<file path="src/rtl/div_pkg.sv">
// Shared types and constants for the multi-cycle integer divider.
package div_pkg;

    localparam int unsigned REG_W  = 32;
    localparam int unsigned DREG_W = 64;
    localparam int unsigned ITERS  = 32;

    localparam logic DIV_RESULT_READY     = 1'b1;
    localparam logic DIV_RESULT_NOT_READY = 1'b0;
    localparam logic DIV_START            = 1'b1;
    localparam logic DIV_NOT_START        = 1'b0;
    localparam logic DIV_SIGNED           = 1'b1;
    localparam logic DIV_NOT_SIGNED       = 1'b0;

    typedef enum logic [1:0] {
        DIV_FREE    = 2'b00,
        DIV_BY_ZERO = 2'b01,
        DIV_ON      = 2'b10,
        DIV_END     = 2'b11
    } div_state_e;

    // Two's-complement negation of a register-width value.
    function automatic logic [REG_W-1:0] negate(input logic [REG_W-1:0] v);
        return ~v + {{(REG_W-1){1'b0}}, 1'b1};
    endfunction

endpackage

</file>
<file path="src/rtl/div.sv">
// Radix-2 restoring divider, one quotient bit per cycle, with the
// EX-stage start/ready handshake. result_o = {remainder, quotient}.
module div
    import div_pkg::*;
(
    input  logic              clk,
    input  logic              rst,
    input  logic              signed_div_i,
    input  logic [REG_W-1:0]  opdata1_i,
    input  logic [REG_W-1:0]  opdata2_i,
    input  logic              start_i,
    input  logic              annul_i,
    output logic [DREG_W-1:0] result_o,
    output logic              ready_o
);

    div_state_e        state, state_n;
    logic [5:0]        cnt, cnt_n;
    logic [64:0]       dividend, dividend_n;
    logic [REG_W-1:0]  divisor, divisor_n;
    logic              neg_a, neg_a_n;
    logic              neg_b, neg_b_n;
    logic              is_signed, is_signed_n;
    logic [DREG_W-1:0] result_n;
    logic              ready_n;

    logic [REG_W:0]    diff;
    logic [REG_W-1:0]  quot, rem;
    logic [REG_W-1:0]  quot_fix, rem_fix;
    logic              op_neg_a, op_neg_b;
    logic [REG_W-1:0]  mag_a, mag_b;

    // Trial subtraction, operand magnitudes and final sign fixup.
    always_comb begin
        diff     = {1'b0, dividend[63:32]} - {1'b0, divisor};
        quot     = dividend[31:0];
        rem      = dividend[64:33];
        quot_fix = (is_signed && (neg_a ^ neg_b)) ? negate(quot) : quot;
        rem_fix  = (is_signed && neg_a) ? negate(rem) : rem;
        op_neg_a = (signed_div_i == DIV_SIGNED) && opdata1_i[REG_W-1];
        op_neg_b = (signed_div_i == DIV_SIGNED) && opdata2_i[REG_W-1];
        mag_a    = op_neg_a ? negate(opdata1_i) : opdata1_i;
        mag_b    = op_neg_b ? negate(opdata2_i) : opdata2_i;
    end

    // Next-state and next-output logic of the divide FSM.
    always_comb begin
        state_n     = state;
        cnt_n       = cnt;
        dividend_n  = dividend;
        divisor_n   = divisor;
        neg_a_n     = neg_a;
        neg_b_n     = neg_b;
        is_signed_n = is_signed;
        result_n    = result_o;
        ready_n     = ready_o;
        case (state)
            DIV_FREE: begin
                result_n = '0;
                ready_n  = DIV_RESULT_NOT_READY;
                if (start_i == DIV_START && !annul_i) begin
                    if (opdata2_i == '0) begin
                        state_n = DIV_BY_ZERO;
                    end else begin
                        state_n     = DIV_ON;
                        cnt_n       = '0;
                        neg_a_n     = op_neg_a;
                        neg_b_n     = op_neg_b;
                        is_signed_n = signed_div_i;
                        divisor_n   = mag_b;
                        dividend_n  = {32'b0, mag_a, 1'b0};
                    end
                end
            end
            DIV_BY_ZERO: begin
                if (annul_i) begin
                    state_n = DIV_FREE;
                end else begin
                    dividend_n = '0;
                    state_n    = DIV_END;
                    result_n   = '0;
                    ready_n    = DIV_RESULT_READY;
                end
            end
            DIV_ON: begin
                if (annul_i) begin
                    state_n = DIV_FREE;
                    cnt_n   = '0;
                end else if (cnt != 6'(ITERS)) begin
                    if (!diff[REG_W])
                        dividend_n = {diff[31:0], dividend[31:0], 1'b1};
                    else
                        dividend_n = {dividend[63:0], 1'b0};
                    cnt_n = cnt + 6'd1;
                end else begin
                    result_n = {rem_fix, quot_fix};
                    ready_n  = DIV_RESULT_READY;
                    state_n  = DIV_END;
                    cnt_n    = '0;
                end
            end
            DIV_END: begin
                if (start_i == DIV_NOT_START) begin
                    state_n  = DIV_FREE;
                    ready_n  = DIV_RESULT_NOT_READY;
                    result_n = '0;
                end
            end
            default: state_n = DIV_FREE;
        endcase
    end

    // State, datapath and registered-output update with synchronous reset.
    always_ff @(posedge clk) begin
        if (rst) begin
            state     <= DIV_FREE;
            cnt       <= '0;
            dividend  <= '0;
            divisor   <= '0;
            neg_a     <= 1'b0;
            neg_b     <= 1'b0;
            is_signed <= 1'b0;
            result_o  <= '0;
            ready_o   <= DIV_RESULT_NOT_READY;
        end else begin
            state     <= state_n;
            cnt       <= cnt_n;
            dividend  <= dividend_n;
            divisor   <= divisor_n;
            neg_a     <= neg_a_n;
            neg_b     <= neg_b_n;
            is_signed <= is_signed_n;
            result_o  <= result_n;
            ready_o   <= ready_n;
        end
    end

endmodule

</file>
<file path="config.mk">
export PLATFORM = sky130hd
export DESIGN_NAME = div
export DESIGN_NICKNAME = d
export VERILOG_FILES = /design/src/rtl/div_pkg.sv /design/src/rtl/div.sv
export SDC_FILE = /design/constraint.sdc
export NUM_CORES = 1
export LEC_CHECK = 0
export ABC_AREA = 0
export ABC_CLOCK_PERIOD_IN_PS = 3350
export BUFFER_PORTS_ARGS = -buffer_cell sky130_fd_sc_hd__buf_2
export CAP_MARGIN = 20
export CORE_UTILIZATION = 57
export DETAILED_ROUTE_END_ITERATION = 8
export GPL_TIMING_DRIVEN = 0
export MAX_ROUTING_LAYER = met4
export PLACE_DENSITY_LB_ADDON = 0.3
export RECOVER_POWER = 100
export SETUP_SLACK_MARGIN = 0.5
export SYNTH_ARGS = -nofsm -noshare
export SYNTH_HDL_FRONTEND = slang
export SYNTH_SLANG_ARGS = --single-unit
</file>
<file path="constraint.sdc">
create_clock -name clk -period 3.35 [get_ports clk]
set_clock_uncertainty 0.15 [all_clocks]
set_input_delay 0.67 -clock clk [delete_from_list [all_inputs] [get_ports clk]]
set_output_delay 0.67 -clock clk [all_outputs]
set_load 0.01 [all_outputs]
</file>
==> flow_metrics.py <==
metrics = {
    "place": {
        "io_buffer_count": 133,
        "gp_congestion": 0.933,
        "place_ws_ns": -0.408,
        "dp_hpwl_mm": 24.6,
        "post-place-cells": 1764,
    },
    "finish": {
        "utilization_pct": 69.5,
        "drive_above_1_share_pct": 14.5,
        "nets": 1687,
        "layout_common_cells": "185 x nor2_1, 152 x dfxtp_1, 126 x clkbuf_1, 107 x nand2_1, 105 x a21oi_1",
        "final_common_cell": "nor2_1",
        "fin_cells": 1820,
        "antenna_cells": 0,
        "area_growth_syn_to_layout_pct": 19.1,
    },
    "sta": {
        "worst_slew_pin_slew_ns": 1.01,
        "setup_viol": 0,
        "slew_headroom_pct": 32.4,
        "drv_slew": 0,
        "rsz0062_at_grt": "true",
        "final.period_utilization_pct": 94.2,
        "min_period_ns": 3.16,
        "hold_violations": 0,
        "fmax_mhz": 317,
        "worst_slack_ns": 0.194,
    },
    "worst_setup_path": {
        "cpMaxStageDelayCell": "clkbuf_1",
        "critPathCaptureType": "flop",
        "slowest_delay_ns": 0.44,
        "crit_chain": "buf_2, nor4_4, nand3_1, nor4_1, clkbuf_1, a21o_1, buf_4, clkbuf_1, a21oi_1, o21ai_0, o21ai_0, nor2_1",
        "cp-start-kind": "input pin",
        "required_ns": 3.58,
        "cp_data_arrival_time_ns": 3.38,
        "critPathMaxFanout": 10,
        "criticalPathCategory": "in -> reg",
    },
    "global_routing": {
        "groute.layer.met2.usage_pct": 52.4,
        "grt.met3_usage_pct": 4.76,
        "grt_pass1_wl_mm": 52.0,
        "antenna_found_initial": 0,
        "grt_overflow_total": 0,
        "use_met1_pct": 46.1,
        "grt_max_degree": 18,
        "grt_busiest_layer": "met2",
        "grt_util_all_layers_pct": 34.2,
        "grt_pass1_vias": 10100,
    },
    "run": {
        "maxCapViolCount": 0,
    },
    "cts": {
        "numCtsBuffers": 17,
        "cts_htree_levels": 4,
        "clock_sinks": 173,
        "cts_root_buf": "clkbuf_16",
        "clock_latency_ns": 0.45,
        "clock_path_buffers": 2,
        "cts_tree": "done",
        "path_clk_slew_ns": 0.07,
    },
    "logic_synthesis": {
        "synth_area_per_cell_um2": 7.84,
        "yosys_warnings": 0,
        "yosysSeqAreaShare_pct": 31.6,
        "synthArstFlopShare_pct": 0,
        "syn_nets": 1511,
        "synthCells": 1397,
        "synth_cell_types": 70,
        "synth_edf_count": 0,
        "yosys_register_bits": 173,
        "ys.flop_type": "dfxtp_1",
        "syn-cell-area_um2": 11000,
    },
    "floorplanning": {
        "row_count": 50,
        "ios": 134,
        "die_w_um": 141,
        "die_h_um": 141,
        "coreArea_um2": 18800,
        "die_area_um2": 19800,
        "initial_core_util_pct": 58.4,
    },
    "route": {
        "wirelength_mm": 34.0,
        "vias_per_cell": 6.22,
        "via_count": 11300,
        "wire_per_inst_um": 18.7,
        "route.detailed.drc": 0,
        "drt_iter0_drc": 1260,
        "ant_nets": 0,
        "drtPass1Iterations": 6,
    },
    "power": {
        "power_uw": 8230,
        "vdd_drop_max_mv": 0.400,
        "powerDensity_nw_per_um2": 630,
        "p_leak_uw": 0.00520,
    },
    "worst_hold_path": {
        "hp-class": "reg -> reg",
    },
    "outcome": {
        "status": "finished clean",
    },
}
-- cell families after synthesis --
family                   share of synthesized area, %
adder cells (fa/ha/maj)                          5.21
flip-flops                                       31.6
AND/OR/NAND/NOR                                  19.5
buffers and inverters                            5.00
AO/OA/AOI/OAI                                    25.6
multiplexers                                     1.28
XOR/XNOR                                         11.8
-- through the flow --
step	TNS (ns)	area (um^2)	hold WS (ns)
final	0	13100	0.304
after global routing	0	13100	0.322
after CTS	0	12800	0.306
after detailed placement	-9.24	11900	0.299
after global placement	-8.19	11900	0.291
after floorplan	0	11000	0.282
-- path summary, 6_finish.rpt --
| kind | startpoint | endpoint | slack [ns] | cells after the start |
|---|---|---|---|---|
| worst max register to register | dividend[32] | dividend[59] | 0.20 | 14 |
| worst max-delay path | opdata2_i[3] | dividend[29] | 0.19 | 12 |
| worst min-delay path | divisor[21] | divisor[21] | 0.30 | 2 |
| worst min register to register | divisor[21] | divisor[21] | 0.30 | 2 |
-- flip-flops by register name, summed over array words and instances (netlist names) --
signal / flops
dividend: 65
result_o: 64
divisor: 32
cnt: 6
state: 2
is_signed: 1
neg_a: 1
neg_b: 1
ready_o: 1
-- routing by layer --
metal	routed length, um	share of wire (%)	vias up
met5	0	0	-
met4	828	2.4	0
met3	2600	7.6	74
met2	15400	45	555
met1	15200	45	5341
li1	-	-	5348
-- cell type report --
type,count,area [um^2]
tap,234,293
multi-input combinational,1086,7320
sequential,173,3500
fill,1589,5720
timing repair buffer,157,774
clock inverter,14,150
inverter,62,236
buffer,76,350
clock buffer,18,429
-- critical path: cells and delay by family --
family | cells | cell delay, ns
compound gates | 4 | 0.53
buf+inv | 4 | 1.03
simple gates | 4 | 1.14
-- synthesized netlist by cell type (all sizes together) (30+ instances only) --
cell / n / area share, %
nor2: 187 / 6.4
dfxtp: 173 / 32
a21oi: 115 / 5.4
o21ai: 111 / 5.1
nand2: 108 / 3.7
xor2: 80 / 6.4
xnor2: 68 / 5.4
inv: 62 / 2.1
clkbuf: 61 / 2.1
ha: 44 / 5.0
a22oi: 43 / 2.9
a211oi: 34 / 2.3
a22o: 30 / 2.4
-- where the power goes --
group	switching (uW)	internal (uW)	total (uW)
Sequential	305	2300	2610
Clock	925	1050	1980
Combinational	2300	1340	3640
Total	3530	4700	8230
-- repair_timing --
item	in CTS	in global routing
hold buffers	0	0
gates resized for setup	49	75
buffers inserted	15	9
pin swaps	28	34
endpoints found under the setup margin	61	139
Note: power is estimated with default switching activity, not from simulation.
